File: config.mk
export PLATFORM = sky130hd
export DESIGN_NAME = carbon_irq_ctrl
export DESIGN_NICKNAME = d
export VERILOG_FILES = /design/src/rtl/carbon_irq_ctrl.sv
export SDC_FILE = /design/constraint.sdc
export NUM_CORES = 1
export LEC_CHECK = 0
export CORE_ASPECT_RATIO = 0.9
export CORE_MARGIN = 1.5
export CORE_UTILIZATION = 55
export CTS_BUF_LIST = sky130_fd_sc_hd__clkbuf_4 sky130_fd_sc_hd__clkbuf_8 sky130_fd_sc_hd__clkbuf_16
export DETAILED_ROUTE_END_ITERATION = 8
export DONT_BUFFER_PORTS = 1
export MAX_ROUTING_LAYER = met4
export PLACE_DENSITY = 0.7
export SLEW_MARGIN = 20
export SYNTH_ARGS = -nofsm -noshare
export SYNTH_HDL_FRONTEND = slang
export SYNTH_SLANG_ARGS = --single-unit
File: constraint.sdc
create_clock -name clk -period 8.1 [get_ports clk]
set_input_delay 0.81 -clock clk [delete_from_list [all_inputs] [get_ports clk]]
set_output_delay 0.81 -clock clk [all_outputs]
set_load 0.01 [all_outputs]
File: src/rtl/carbon_irq_ctrl.sv
//------------------------------------------------------------------------------
// Module  : carbon_irq_ctrl
// Brief   : Edge-latching, maskable interrupt controller presenting one vector
//           to the core until acknowledged. Optional per-source priority is
//           enabled by defining CARBON_IRQC_PRIO_EN.
// Revision: 1.0 - initial release
//------------------------------------------------------------------------------
`default_nettype none

module carbon_irq_ctrl #(
    parameter int N_SRC  = 32,
    parameter int PRIO_W = 2
) (
    input  logic              clk,
    input  logic              rst,
    input  logic [N_SRC-1:0]  src_i,
    input  logic              cfg_we,
    input  logic [1:0]        cfg_addr,
    input  logic [31:0]       cfg_wdata,
    output logic              irq_valid,
    output logic [4:0]        irq_vector,
    output logic [PRIO_W-1:0] irq_prio,
    output logic [N_SRC-1:0]  irq_pending,
    input  logic              irq_ack
);

    typedef enum logic [1:0] {
        ST_IDLE    = 2'd0,
        ST_PRESENT = 2'd1,
        ST_GAP     = 2'd2
    } state_t;

    state_t             state_q;
    logic               valid_q;
    logic [4:0]         vector_q;
    logic [PRIO_W-1:0]  prio_q;
    logic [N_SRC-1:0]   pending_q;
    logic [N_SRC-1:0]   src_q;
    logic               armed_q;
    logic [N_SRC-1:0]   pend_q;
    logic [N_SRC-1:0]   pend_d;
    logic [N_SRC-1:0]   enable_q;

    logic [N_SRC-1:0]   w_eligible;
    logic [N_SRC-1:0]   w_set;
    logic [N_SRC-1:0]   w_clr;
    logic               w_ack_present;
    logic [4:0]         w_win_idx;
    logic [PRIO_W-1:0]  w_win_prio;

    assign w_eligible    = pend_q & enable_q;
    assign w_ack_present = (state_q == ST_PRESENT) && irq_ack;

    // armed_q masks the first cycle after reset so a line already high is not an edge
    assign w_set = (src_i & ~src_q & {N_SRC{armed_q}})
                 | ((cfg_we && cfg_addr == 2'd3) ? cfg_wdata[N_SRC-1:0] : '0);

    always_comb begin
        w_clr = '0;
        for (int i = 0; i < N_SRC; i++) begin
            w_clr[i] = w_ack_present && (vector_q == 5'(i));
        end
    end

    // A new set in the ack cycle wins over the clear
    assign pend_d = (pend_q & ~w_clr) | w_set;

`ifdef CARBON_IRQC_PRIO_EN
    logic [31:0]       prio_lo_q;
    logic [31:0]       prio_hi_q;
    logic [PRIO_W-1:0] w_src_prio [N_SRC];

    for (genvar gi = 0; gi < N_SRC; gi++) begin : g_prio
        if (gi < 16) begin : g_lo
            assign w_src_prio[gi] = prio_lo_q[2*gi +: PRIO_W];
        end else begin : g_hi
            assign w_src_prio[gi] = prio_hi_q[2*(gi-16) +: PRIO_W];
        end
    end

    always_ff @(posedge clk or posedge rst) begin
        if (rst) begin
            prio_lo_q <= '0;
            prio_hi_q <= '0;
        end else if (cfg_we) begin
            if (cfg_addr == 2'd1) prio_lo_q <= cfg_wdata;
            if (cfg_addr == 2'd2) prio_hi_q <= cfg_wdata;
        end
    end

    // Strictly-greater compare keeps the lowest index on priority ties
    always_comb begin
        logic found;
        found      = 1'b0;
        w_win_idx  = '0;
        w_win_prio = '0;
        for (int i = 0; i < N_SRC; i++) begin
            if (w_eligible[i] && (!found || w_src_prio[i] > w_win_prio)) begin
                found      = 1'b1;
                w_win_idx  = 5'(i);
                w_win_prio = w_src_prio[i];
            end
        end
    end
`else
    always_comb begin
        logic found;
        found      = 1'b0;
        w_win_idx  = '0;
        w_win_prio = '0;
        for (int i = 0; i < N_SRC; i++) begin
            if (w_eligible[i] && !found) begin
                found     = 1'b1;
                w_win_idx = 5'(i);
            end
        end
    end
`endif

    always_ff @(posedge clk or posedge rst) begin
        if (rst) begin
            src_q     <= '0;
            armed_q   <= 1'b0;
            pend_q    <= '0;
            enable_q  <= '0;
            pending_q <= '0;
        end else begin
            src_q     <= src_i;
            armed_q   <= 1'b1;
            pend_q    <= pend_d;
            pending_q <= w_eligible;
            if (cfg_we && cfg_addr == 2'd0) begin
                enable_q <= cfg_wdata[N_SRC-1:0];
            end
        end
    end

    always_ff @(posedge clk or posedge rst) begin
        if (rst) begin
            state_q  <= ST_IDLE;
            valid_q  <= 1'b0;
            vector_q <= '0;
            prio_q   <= '0;
        end else begin
            case (state_q)
                ST_IDLE: begin
                    if (|w_eligible) begin
                        vector_q <= w_win_idx;
                        prio_q   <= w_win_prio;
                        valid_q  <= 1'b1;
                        state_q  <= ST_PRESENT;
                    end
                end
                ST_PRESENT: begin
                    if (irq_ack) begin
                        valid_q <= 1'b0;
                        state_q <= ST_GAP;
                    end
                end
                ST_GAP: begin
                    state_q <= ST_IDLE;
                end
                default: begin
                    valid_q <= 1'b0;
                    state_q <= ST_IDLE;
                end
            endcase
        end
    end

    assign irq_valid   = valid_q;
    assign irq_vector  = vector_q;
    assign irq_prio    = prio_q;
    assign irq_pending = pending_q;

endmodule

`default_nettype wire
Word level (Yosys, flattened, before mapping)
Cells that the tools add are included.

Register bits: 137. Latch bits: 0. Memory bits (writable): 0. Bits in read-only memories: 0. Bits of input ports: 70. Output and inout bits: 40. Word-level logic and storage cells: 226. Memories kept: 0.

$add $sub $neg: 0. Multiply operators: 0. Divide/modulo/power cells: 0. $lt $le $gt $ge: 0. Eq/ne operators: 36. Shifts and indexed selects: 0. Muxes and demuxes: 69. Bitwise logic cells: 9. Reductions and logical operators: 104.

Operators by type and width (number): two-way mux 5 bit (30); bitwise AND 32 bit (4); == test 5 bit (second input constant) (16); logical AND 1 bit (66); NOT 32 bit (2); OR 32 bit (2); == test 5 x 4 -> 1 bit (second input constant) (8); two-way mux 1 bit (34); two-way mux 32 bit (1); OR reduction 32 bit (1); logical NOT 1 bit (31); == test 5 x 3 -> 1 bit (second input constant) (4); == test 5 x 2 -> 1 bit (second input constant) (2); == test 5 x 1 -> 1 bit (second input constant) (1); logical NOT 5 bit (1); == test 2 bit (second input constant) (2); logical NOT 2 bit (2); two-way mux 2 bit (2); != test 2 bit (second input constant) (2); case mux 2 bit (2 select lines) (1); AND reduction 2 bit (2); case mux 1 bit (3 select lines) (1); AND reduction 3 bit (1); == test 2 x 1 -> 1 bit (second input constant) (1); NOT 1 bit (1).

Depth between registers and ports, before layout
Gate-level depths: netlist (run 1).

Word-level depth: 95. Gate-level depth with buffers: 7. Gate-level depth less buffers: 7.

Worst setup path after synthesis (run 1)
No wires, ideal clock.

Path type: input to register. Start point: input cfg_addr[1]. End point: register enable_q[0]. Setup time: 0.125 ns. Arrival time: 1.953 ns. Required time: 7.975 ns. Setup slack: 6.022 ns. Stages: 3. Path buffers: 1. Cells stage by stage: nor3b_1 clkbuf_1 mux2_2.

Longest elaborated chain between the ends: 2.

Ends and longest elaborated chain: start, declared (RTL line 18) `input logic [1:0] cfg_addr,`; logical NOT 2 bit (RTL line 132) `if (cfg_we && cfg_addr == 2'd0) begin`; logical AND 1 bit (RTL line 132); end signal, assigned (RTL line 133) `enable_q <= cfg_wdata[N_SRC-1:0];`; end, declared (RTL line 42) `logic [N_SRC-1:0] enable_q;`.

No other way between the ends. A chain may end at the register's enable or synchronous reset.

Final worst setup path (run 1)
Start point: register pend_q[14]. End point: register vector_q[1] (netlist: irq_vector[1]).

Longest elaborated chain between the ends: 54. Elaborated cells between the ends (all ways): 73. Classes of those cells: mux (35); bitwise (1); reduce/logical (37).

Ends and longest elaborated chain: start, declared (RTL line 40) `logic [N_SRC-1:0] pend_q;`; start signal, assigned (RTL line 130) `pend_q <= pend_d;`; bitwise AND 32 bit (*) (RTL line 51) `assign w_eligible = pend_q & enable_q;`; logical AND 1 bit (RTL line 112) `if (w_eligible[i] && !found) begin`; two-way mux 1 bit (RTL line 112); logical NOT 1 bit (RTL line 112); logical AND 1 bit (RTL line 112); two-way mux 1 bit (RTL line 112); logical NOT 1 bit (RTL line 112); logical AND 1 bit (RTL line 112); (+38 left out); logical AND 1 bit (RTL line 112); two-way mux 1 bit (RTL line 112); logical NOT 1 bit (RTL line 112); logical AND 1 bit (RTL line 112); two-way mux 1 bit (RTL line 112); logical NOT 1 bit (RTL line 112); logical AND 1 bit (RTL line 112); two-way mux 5 bit (RTL line 112); end signal, assigned (RTL line 148) `vector_q <= w_win_idx;`; end, declared (RTL line 35) `logic [4:0] vector_q;`.

Every way passes the cells marked *; elsewhere a longest branch is shown, timed or not.

==> results of run 1 <==
==> how the worst min path moves through the flow <==
stage / cells past startpoint / slack, ns / endpoint
after detailed placement: 1 / 0.50 / state_q[0]$_DFFE_PP0P_
after CTS: 1 / 0.23 / irq_pending[26]$_DFF_PP0_
after floorplan: 1 / 0.46 / state_q[0]$_DFFE_PP0P_
final: 1 / 0.21 / enable_q[27]$_DFFE_PP0P_
after global placement: 1 / 0.48 / state_q[0]$_DFFE_PP0P_
after global routing: 1 / 0.25 / irq_pending[26]$_DFF_PP0_
==> through the flow <==
stage | setup slack, ns | hold WS [ns] | cell area [sq um]
final | 5.93 | 0.215 | 6120
after CTS | 5.96 | 0.229 | 6120
after global placement | 5.93 | 0.477 | 5550
after floorplan | 3.62 | 0.459 | 5430
after global routing | 5.74 | 0.254 | 6120
after detailed placement | 5.91 | 0.498 | 5550
==> Yosys cell counts, types with 3 or more instances <==
cell type / number / area, sq um
a21oi_1: 8 / 40.0
a221o_1: 32 / 320
a22oi_1: 14 / 105
a31oi_1: 5 / 31.3
and2_1: 19 / 119
and3b_1: 31 / 272
clkbuf_1: 13 / 48.8
dfrtp_1: 137 / 3430
inv_1: 17 / 63.8
mux2_2: 32 / 360
nand2_1: 56 / 210
nand4_1: 3 / 18.8
nor2_1: 16 / 60.1
nor3_1: 3 / 15.0
o21ai_0: 6 / 30.0
==> sequential cells by signal, summed over array words and instances (netlist names) <==
signal / cells
enable_q: 32
irq_pending: 32
pend_q: 32
src_q: 32
irq_vector: 5
state_q: 2
armed_q: 1
irq_valid: 1
==> report_power, final <==
part	leakage (uW)	internal, uW	switching (uW)
Combinational	0.000860	126	187
Sequential	0.00153	811	126
Clock	0.000271	450	284
Total	0.00266	1390	597
==> area by class of cell <==
cell class                      instances  area, sq um  area share
Clock buffer                           19          442      0.0722
Clock inverter                         13          128      0.0209
Inverter                               17         68.8      0.0112
Multi-Input combinational cell        263         1870       0.306
Sequential cell                       137         3430       0.560
Tap cell                              126          158      0.0258
Timing Repair Buffer                    3         22.5     0.00368
==> cell usage in the layout, fill, tap and decap left out, drive strengths merged, types with 2 or more instances in the layout <==
master,instances
conb,3
inv,17
a21oi,8
or3,2
nand4,3
and3b,31
and2,21
o21bai,2
nand2b,2
nor2,16
nor2b,2
bufinv,2
a22oi,14
a21o,2
buf,3
o31ai,2
nand2,56
dfrtp,137
a221o,32
clkbuf,19
mux2,32
nor3,3
a31oi,5
clkinv,6
clkinvlp,5
o21ai,6
==> cell families (layout without fill, tap and decap cells) <==
logic type             Yosys count  after routing
AND/OR/NAND/NOR                144            144
flip-flops                     137            137
AO/OA/AOI/OAI                   84             84
buffers and inverters           33             52
multiplexers                    32             32
other                            2              3
==> per-layer routing <==
metal	wire, um	up-vias
met2	6010	137
met5	0	-
met4	119	0
met1	5480	1776
met3	1040	14
li1	-	1569
==> flow_metrics.py, run 1 <==
metrics = {
    "outcome": {
        "status": "complete, no violations",
    },
    "yosys": {
        "avgSynthCellArea_sq_um": 12.6,
        "synthAdderAreaFrac": 0,
        "ys_seq_area_frac": 0.631,
        "synth_flop_cell": "dfrtp_1",
        "synth_compound_area_frac": 0.126,
        "synth_top_family_by_area": "simple AND/OR/NAND/NOR gates",
        "synth_xor_area_frac": 0,
        "syn_inst": 432,
        "yosys_warnings": 0,
        "synth-edff-count": 0,
        "synthArstFlopShare": 1.00,
        "synth-seq-cells": 137,
        "syn-cell-area_sq_um": 5430,
        "yosys.area_share.simple": 0.149,
        "synthMuxAreaShare": 0.0664,
        "ys_types": 47,
    },
    "setup_path": {
        "crit_family": "simple AND/OR/NAND/NOR gates",
        "crit_required_ns": 8.51,
        "r2r_start": "pend_q[14]$_DFF_PP0_",
        "r2r_cells": 5,
        "cp_num_cells": 5,
        "cp-start-kind": "flip-flop",
        "cp_slowest_stage_delay_ns": 0.57,
        "cp.arrival_ns": 2.58,
        "r2r_end": "irq_vector[1]$_DFFE_PP0P_",
        "crit_path_end": "irq_vector[1]$_DFFE_PP0P_",
        "critPathCaptureType": "flip-flop",
        "slowest_stage": "or4b_4",
        "setup.worst_path.class": "reg2reg",
        "cp.buffers_inverters": 0,
        "cp-startpoint": "pend_q[14]$_DFF_PP0_",
        "ff2ff_setup_slack_ns": 5.93,
        "cp_max_fo": 7,
        "path_cells": "a222oi_1 -> nand4_1 -> or4b_4 -> and2_4 -> o21a_1",
    },
    "placed_design": {
        "io_buffers": 0,
        "routabilityCongestion": 0.826,
        "place_hpwl_mm": 8.54,
        "dp.cells": 546,
    },
    "clocking": {
        "cts_tree": "done",
        "clock_path_buffers": 2,
        "numCtsBuffers": 17,
        "root_buffer": "clkbuf_8",
        "hold_buffers": 0,
        "cts.sinks": 137,
        "post-cts-setup-buffer-count": 0,
        "htreeDepth": 4,
        "cts-resized-gates": 0,
        "clk_pin_slew_ns": 0.06,
        "worstSkewPairLatency_ns": 0.52,
    },
    "grt": {
        "grt.overflow.total": 0,
        "met1_usage": 0.352,
        "grt_pass1_vias": 3589,
        "gr-usage-met2": 0.383,
        "track_usage": 0.264,
        "grt_max_degree": 74,
        "grt_pass1_wl_mm": 19.7,
        "use_met3": 0.107,
        "top_usage_layer": "met2",
        "antenna_found_initial": 0,
    },
    "timing": {
        "period_share": 0.268,
        "clock.fmax_mhz": 461,
        "finClkSkew_ns": 0.00482,
        "worst_slew_pin_slew_ns": 1.00,
        "fin_crit_ns": 2.17,
        "slew_violations": 0,
        "tns_ns": 0,
        "setup_viol": 0,
        "rsz0062_at_grt": "false",
        "hold_viol_final": 0,
        "relSlewSlack": 0.330,
    },
    "floorplan": {
        "dieArea_sq_um": 10500,
        "die_w_um": 108,
        "core_sq_um": 9610,
        "ioPinCount": 110,
        "start_util": 0.565,
        "die_height_um": 97.3,
        "row_count": 34,
    },
    "cells_and_area": {
        "layout.nets": 509,
        "syn2layout_area_growth_pct": 12.7,
        "fill_cells": 735,
        "drive_gt1_frac": 0.159,
        "post-route-util": 0.636,
        "n_antenna_cell": 0,
        "fin_cells": 578,
    },
    "routing": {
        "routed_wl_mm": 12.7,
        "via_count": 3496,
        "vias_per_cell": 6.05,
        "firstDrtPassIters": 5,
        "drtAntennaViolNets": 0,
        "wl_per_cell_um": 21.9,
        "drc": 0,
        "drtIter0Drc": 221,
    },
    "power_and_ir_drop": {
        "leakage_uw": 0.00266,
        "vdd_drop_max_uv": 266,
        "power_density_nw_per_um2": 324,
        "power_uw": 1980,
    },
    "flow_run": {
        "max_cap_viol_count": 0,
    },
    "hold_path": {
        "min_path_type": "in2async",
    },
}
(Power assumes the default switching activity.)
==> run 2: changes to the inputs <==
==> constraint.sdc (replaced) <==
create_clock -name clk -period 2.25 [get_ports clk]
set_input_delay 0.225 -clock clk [delete_from_list [all_inputs] [get_ports clk]]
set_output_delay 0.225 -clock clk [all_outputs]
set_load 0.01 [all_outputs]
==> run 2 against run 1 <==
Die area unchanged. Power rose to 4.0 times the previous value. Flip-flop and latch count unchanged. Critical path type unchanged. Clock power increased to 4.3 times the previous value. Via count is 7.1% higher.
==> flow_metrics.py, run 2 (synthesis results as in run 1) <==
metrics = {
    "clocking": {
        "clock_path_buffers": 2,
        "numCtsBuffers": 17,
        "cts_tree": "done",
        "worstSkewPairLatency_ns": 0.53,
        "cts-resized-gates": 0,
        "cts.sinks": 137,
        "root_buffer": "clkbuf_8",
        "clk_pin_slew_ns": 0.06,
        "htreeDepth": 4,
    },
    "grt": {
        "grt_max_degree": 138,
        "top_usage_layer": "met2",
        "gr-usage-met2": 0.405,
        "use_met3": 0.0825,
        "grt_pass1_wl_mm": 20.5,
        "track_usage": 0.273,
        "grt.overflow.total": 0,
        "met1_usage": 0.362,
        "grt_pass1_vias": 3906,
        "antenna_found_initial": 0,
    },
    "timing": {
        "hold_viol_final": 0,
        "fin_crit_ns": 2.06,
        "setup_viol": 0,
        "rsz0062_at_grt": "false",
        "finClkSkew_ns": 0.00911,
        "worst_slew_pin_slew_ns": 0.766,
        "tns_ns": 0,
        "slew_violations": 0,
        "clock.fmax_mhz": 484,
        "finalHoldWorstSlack_ns": 0.276,
        "period_share": 0.917,
        "relSlewSlack": 0.489,
    },
    "cells_and_area": {
        "fill_cells": 661,
        "final_cell_mix": "dfrtp_1 (136), dlygate4sd3_1 (66), nand2_1 (56)",
        "drive_gt1_frac": 0.156,
        "fin_cells": 653,
        "syn2layout_area_growth_pct": 28.3,
        "layout.nets": 585,
        "mostFrequentLayoutCell": "dfrtp_1",
        "n_antenna_cell": 0,
    },
    "routing": {
        "drc": 0,
        "drtIter0Drc": 197,
        "routed_wl_mm": 13.1,
        "firstDrtPassIters": 4,
        "drtAntennaViolNets": 0,
        "via_count": 3743,
        "vias_per_cell": 5.73,
        "wl_per_cell_um": 20.0,
    },
    "setup_path": {
        "crit_required_ns": 2.64,
        "cp-start-kind": "flip-flop",
        "cp.arrival_ns": 2.45,
        "cp_max_fo": 7,
        "critPathCaptureType": "flip-flop",
        "setup.worst_path.class": "reg2reg",
    },
    "power_and_ir_drop": {
        "vdd_drop_max_uv": 882,
        "power_density_nw_per_um2": 1130,
        "leakage_uw": 0.00305,
        "power_uw": 7870,
    },
    "placed_design": {
        "dp.cells": 555,
        "routabilityCongestion": 0.795,
        "io_buffers": 0,
        "place_hpwl_mm": 8.39,
    },
    "floorplan": {
        "die_height_um": 97.3,
        "core_sq_um": 9610,
        "dieArea_sq_um": 10500,
        "start_util": 0.565,
        "die_w_um": 108,
        "ioPinCount": 110,
        "row_count": 34,
    },
    "flow_run": {
        "max_cap_viol_count": 0,
    },
    "outcome": {
        "status": "complete, no violations",
    },
    "hold_path": {
        "min_path_type": "in2reg",
    },
}
-- run 2: cell types whose count changed in the layout (fill, tap and decap cells not counted), moves of 2 or more --
cell / before / now
buf_4: 3 / 12
bufinv_16: 2 / 7
clkbuf_8: 3 / 1
clkinv_2: 6 / 3
clkinv_4: 0 / 2
clkinvlp_4: 5 / 2
dlygate4sd3_1: 0 / 66
-- run 2: worst max-delay path: stages (launching register included) --
cell and delay [ns]:
dfrtp_1 0.39, a222oi_1 0.43, nand4_1 0.20, or4b_4 0.57, and2_4 0.18, nor2_1 0.10, a21oi_1 0.06
-- run 2: routing by layer --
layer  wire (um)  share of wire  up-vias
met5           0              0        -
met4         180          0.014        0
met3         739          0.057       17
met2        6220           0.48      110
met1        5920           0.45     1890
li1            -              -     1726
-- run 2: what timing repair did --
action                                  4_1_cts  5_1_grt
hold buffers                                 66        0
setup buffers                                 0        1
endpoints found under the setup margin        0        5
hold endpoints to repair                    236        0
-- run 2: worst paths after layout --
path	startpoint	to	slack, ns	depth (start not counted)
worst max-delay path	enable_q[14]$_DFFE_PP0P_	irq_vector[2]$_DFFE_PP0P_	0.19	6
worst min register to register	state_q[1]$_DFFE_PP0P_	state_q[0]$_DFFE_PP0P_	0.52	1
max in group asynchronous	rst	src_q[5]$_DFF_PP0_	1.30	3
worst max register to register	enable_q[14]$_DFFE_PP0P_	irq_vector[2]$_DFFE_PP0P_	0.19	6
worst min-delay path	src_i[4]	src_q[4]$_DFF_PP0_	0.28	1
min in group asynchronous	rst	irq_pending[5]$_DFF_PP0_	0.32	3
-- run 2: power by group --
part	total [uW]	internal [uW]	leakage [uW]	switching, uW
registers	3380	2920	0.00153	458
logic	1330	625	0.00119	703
clock network	3160	2140	0.000328	1030
-- run 2: area by class of cell --
class,count,area [sq um],share of cell area
Tap cell,126,158,0.0226
Inverter,17,67.6,0.00969
Timing Repair Buffer,79,771,0.111
Multi-Input combinational cell,263,1870,0.269
Clock inverter,13,250,0.0359
Sequential cell,137,3430,0.492
Clock buffer,18,422,0.0605
-- run 2: per-stage QoR --
step                      worst slack, ns  instance area [sq um]  utilization
after floorplan                     0.220                   5440            -
after global placement              0.209                   5630        0.585
after detailed placement            0.155                   5630        0.585
after CTS                           0.137                   6960        0.724
after global routing               0.0648                   6970        0.725
final                               0.186                   6970        0.725
==> run 3: changes to the inputs <==
--- a/config.mk
+++ b/config.mk
@@ -11,6 +11,7 @@
 export CTS_BUF_LIST = sky130_fd_sc_hd__clkbuf_4 sky130_fd_sc_hd__clkbuf_8 sky130_fd_sc_hd__clkbuf_16
 export DETAILED_ROUTE_END_ITERATION = 8
 export DONT_BUFFER_PORTS = 1
+export GPL_ROUTABILITY_DRIVEN = 0
 export MAX_ROUTING_LAYER = met4
 export PLACE_DENSITY = 0.7
 export SLEW_MARGIN = 20
==> results of run 3 <==
The final DEF is identical to that of run 2; final timing and power are the same.
==> edit 1: new RTL, settings of run 1 <==
Put one more register stage on the output `irq_pending`, without a reset. The value now appears one clock later. The other outputs are not delayed to match.
--- a/src/rtl/carbon_irq_ctrl.sv
+++ b/src/rtl/carbon_irq_ctrl.sv
@@ -171,7 +171,9 @@
     assign irq_valid   = valid_q;
     assign irq_vector  = vector_q;
     assign irq_prio    = prio_q;
-    assign irq_pending = pending_q;
+    always_ff @(posedge clk) begin
+        irq_pending <= pending_q;
+    end
 
 endmodule
 
Formal check against the unedited RTL: not equivalent (Yosys sat finds a counterexample within 4 cycles, from zero or initial values and one cycle with rst high).
==> edit 1 against run 1 <==
Sequential cell count increased by 32; largest power group unchanged; wire length increased by 4.8%; clock power increased by 2%; global-route usage decreased by 1.1 points; final area increased by 11%; setup slack got worse by 0.14 ns; area after synthesis increased by 13%; power increased by 14%.
==> edit 1: results (changes against run 1) <==
result of the run completed (unchanged); actual slew at the worst max-slew pin 0.992 ns (was 1.00 ns); post-layout net count 545 (was 509); Global Route met2 Usage 0.344 (was 0.383); fraction of layout cells with a size suffix above 1 0.166 (was 0.159); arrival time of data at the critical path endpoint 2.63 ns (was 2.58 ns); class of the tightest hold or removal check input pin to async pin (unchanged); IO Port Bufs 0 (unchanged); Routed wire per std cell 21.4 µm (was 21.9 µm); routed length on met3 1.01 mm (was 1.04 mm); synth top area cells sky130_fd_sc_hd__dfrtp_1 56%, sky130_fd_sc_hd__dfxtp_1 10%, sky130_fd_sc_hd__mux2_2 5.9%, sky130_fd_sc_hd__a221o_1 5.1%, sky130_fd_sc_hd__and3b_1 4.3% (was sky130_fd_sc_hd__dfrtp_1 63%, sky130_fd_sc_hd__mux2_2 6.6%, sky130_fd_sc_hd__a221o_1 5.9%, sky130_fd_sc_hd__and3b_1 5.0%, sky130_fd_sc_hd__nand2_1 3.9%); fraction of registers with async set/reset 0.811 (was 1.00); Sw Ratio 0.292 (was 0.301); Skew-Pair Late Insertion Delay 0.43 ns (was 0.52 ns); initial antenna violation count 0 (unchanged); synthesized-area fraction occupied by ao, oa, aoi and oai cells 0.110 (was 0.126); Inserted Diodes 0 (unchanged); number of H-tree branching levels 4 (unchanged); peak supply drop 200 µV (was 266 µV); half-perimeter wire length after detailed placement 9.13 mm (was 8.54 mm); total via count after detailed routing 3,721 (was 3,496); met1 routing resource usage after global routing 0.351 (was 0.352); maximum fanout encountered on the critical timing path 7 (unchanged); first-pass GRT wire length 20.9 mm (was 19.7 mm); met3 layer usage reported by global route 0.0847 (was 0.107); met2 wirelength from detailed routing 5.88 mm (was 6.01 mm); via count of the first global-routing pass 3,764 (was 3,589); sum of routed wire segments on met1 6.16 mm (was 5.48 mm); cell taking the most area after synthesis sky130_fd_sc_hd__dfrtp_1 (unchanged); proportion of synthesized chip area in sequential cells 0.665 (was 0.631); CTS root buffer sky130_fd_sc_hd__clkbuf_16 (was sky130_fd_sc_hd__clkbuf_8); maximum clock skew at final layout 0.00629 ns (was 0.00482 ns); multiplexer area fraction after synthesis 0.0589 (was 0.0664); largest net degree at the start of global routing 78 (was 74); GP Congestion 0.883 (was 0.826); list of most frequent post-synthesis cells 137 x sky130_fd_sc_hd__dfrtp_1, 54 x sky130_fd_sc_hd__nand2_1, 32 x sky130_fd_sc_hd__dfxtp_1, 32 x sky130_fd_sc_hd__mux2_2, 31 x sky130_fd_sc_hd__a221o_1 (was 137 x sky130_fd_sc_hd__dfrtp_1, 56 x sky130_fd_sc_hd__nand2_1, 32 x sky130_fd_sc_hd__a221o_1, 32 x sky130_fd_sc_hd__mux2_2, 31 x sky130_fd_sc_hd__and3b_1); leakage power figure 2.98 nW (was 2.66 nW); cts bufs inserted 17 (unchanged); First DRT Iteration DRCs 237 (was 221); total global routing track utilization 0.253 (was 0.264)
## edit 1: worst max-delay path: stages, from the launching register on
cell,delay [ns]
sky130_fd_sc_hd__dfrtp_1,0.39
sky130_fd_sc_hd__a22o_1,0.30
sky130_fd_sc_hd__nor4_4,0.39
sky130_fd_sc_hd__nor3b_1,0.50
sky130_fd_sc_hd__a41oi_2,0.34
sky130_fd_sc_hd__o22a_1,0.28
## edit 1: cell type report
class / instances / area, µm²
inverters: 22 / 87.6
well taps: 133 / 166
clock inverters: 7 / 42.5
repair buffers: 3 / 22.5
fillers: 826 / 4000
clock buffers: 25 / 517
multi-input cells: 262 / 1900
flip-flops and latches: 169 / 4070
## edit 1: power groups by stage
stage                     registers [mW]  clock network, mW  logic [mW]
after floorplan                     1.13                  0       0.271
after global placement              1.18                  0       0.316
after detailed placement            1.19                  0       0.323
after CTS                           1.18              0.762       0.326
after global routing                1.20              0.802       0.364
final                               1.18              0.751       0.327
## edit 1: worst paths after layout
path / startpoint / endpoint / slack (ns) / depth (start not counted)
worst max-delay path: enable_q[12] / irq_vector[3] / 5.79 / 5
worst min-delay path: rst / pending_q[31] / 0.29 / 1
worst max register to register: enable_q[12] / irq_vector[3] / 5.79 / 5
worst min register to register: pending_q[18] / irq_pending[18] / 0.33 / 0
max in group asynchronous: rst / pending_q[12] / 6.44 / 2
min in group clk: pending_q[18] / irq_pending[18] / 0.33 / 0
## edit 1: per-stage QoR
step | hold WS, ns | setup WS [ns] | instances | area (µm²)
6_report | 0.292 | 5.79 | 621 | 6810
5_1_grt | 0.334 | 5.60 | 621 | 6810
4_1_cts | 0.313 | 5.81 | 621 | 6810
3_5_place_dp | 0.327 | 5.83 | 589 | 6250
3_3_place_gp | 0.326 | 5.92 | 589 | 6250
2_1_floorplan | 0.324 | 3.62 | 469 | 6120
==> edit 2: new RTL, settings of run 1 <==
Without the edit above. Set the parameter `PRIO_W` to 4 (it was 2).
--- a/src/rtl/carbon_irq_ctrl.sv
+++ b/src/rtl/carbon_irq_ctrl.sv
@@ -9,7 +9,7 @@
 
 module carbon_irq_ctrl #(
     parameter int N_SRC  = 32,
-    parameter int PRIO_W = 2
+    parameter int PRIO_W = 4
 ) (
     input  logic              clk,
     input  logic              rst,
Interface: changed (resized irq_prio); port bits go from 110 to 112. The function was not compared with the original's and may differ.
==> edit 2 against run 1 <==
Largest cell class unchanged; worst hold slack worse by 0.038 ns; final area is 0.86% higher; power is 3.0% higher; non-clock buffer count unchanged; via count up 0.80%; setup slack worse by 0.032 ns; largest power group unchanged; synthesized cell count up 0.46%; area after synthesis increased by 0.28%; wire length is 0.58% lower; sequential cell count did not move.
==> edit 2: results (changes against run 1) <==
number of H-tree branching levels 4 (unchanged); NonClk Buf Share 0.00426 (was 0.00368); synth top area cells sky130_fd_sc_hd__dfrtp_1 63%, sky130_fd_sc_hd__mux2_2 6.6%, sky130_fd_sc_hd__a221o_1 5.9%, sky130_fd_sc_hd__and3b_1 5.0%, sky130_fd_sc_hd__nand2_1 3.9% (unchanged); GP Congestion 0.874 (was 0.826); fillers 719 (was 735); Synth-to-Final Area Change 13.3% (was 12.7%); number of multi-input logic gates 265 (was 263); via count of the first global-routing pass 3,760 (was 3,589); cell internal pwr 1.45 mW (was 1.39 mW); total global routing track utilization 0.265 (was 0.264); cell count after synthesis 434 (was 432); fraction of layout cells with a size suffix above 1 0.157 (was 0.159); Inverters excl. clock 17 (unchanged); post-layout net count 511 (was 509); First DRT Iteration DRCs 197 (was 221); peak supply drop 218 µV (was 266 µV); net load switching power 597 µW (about the same); arrival time of data at the critical path endpoint 2.61 ns (was 2.58 ns); multiplexer area fraction after synthesis 0.0662 (was 0.0664); area of the multi-input gates 0.00188 mm² (was 0.00187 mm²); half-perimeter wire length after detailed placement 8.57 mm (was 8.54 mm); synthesized-area fraction occupied by ao, oa, aoi and oai cells 0.126 (about the same); Combinational Power Share 0.154 (was 0.158); largest net degree at the start of global routing 84 (was 74); total via count after detailed routing 3,524 (was 3,496); post-placement cell count 548 (was 546); Routed wire per std cell 21.7 µm (was 21.9 µm); result of the run completed (unchanged); power in sequential cells 935 µW (was 937 µW); Layout clock area frac 0.0989 (was 0.0930); area of the mapped netlist 0.00545 mm² (was 0.00543 mm²); placed standard-cell area 0.00556 mm² (was 0.00555 mm²); final wirelength 12.6 mm (was 12.7 mm); first-pass GRT wire length 20.1 mm (was 19.7 mm)
edit 2: changes by cell type after synthesis:
cell and delta:
sky130_fd_sc_hd__buf_4 +2
edit 2: worst reg2reg max path, delay by kind of cell, from the launching register on:
family / cells / cell delay [ns]
flops: 1 / 0.40
compound gates: 2 / 0.71
simple gates: 3 / 0.99
edit 2: routing by layer:
layer	track usage	vias up	wire, µm	share of wire
li1	-	1574	-	-
met1	0.347	1743	5240	0.42
met2	0.378	175	5820	0.46
met3	0.0865	32	1170	0.093
met4	0.122	0	350	0.028
met5	-	-	0	0
edit 2: worst paths after layout:
kind	startpoint	to	slack, ns	cells past startpoint
worst max-delay path	pend_q[14]	irq_vector[1]	5.90	5
worst min-delay path	rst	irq_pending[5]	0.18	1
worst max register to register	pend_q[14]	irq_vector[1]	5.90	5
worst min register to register	enable_q[15]	enable_q[15]	0.51	1
max in group asynchronous	rst	src_q[4]	6.81	2
min in group clk	src_i[23]	src_q[23]	0.31	0
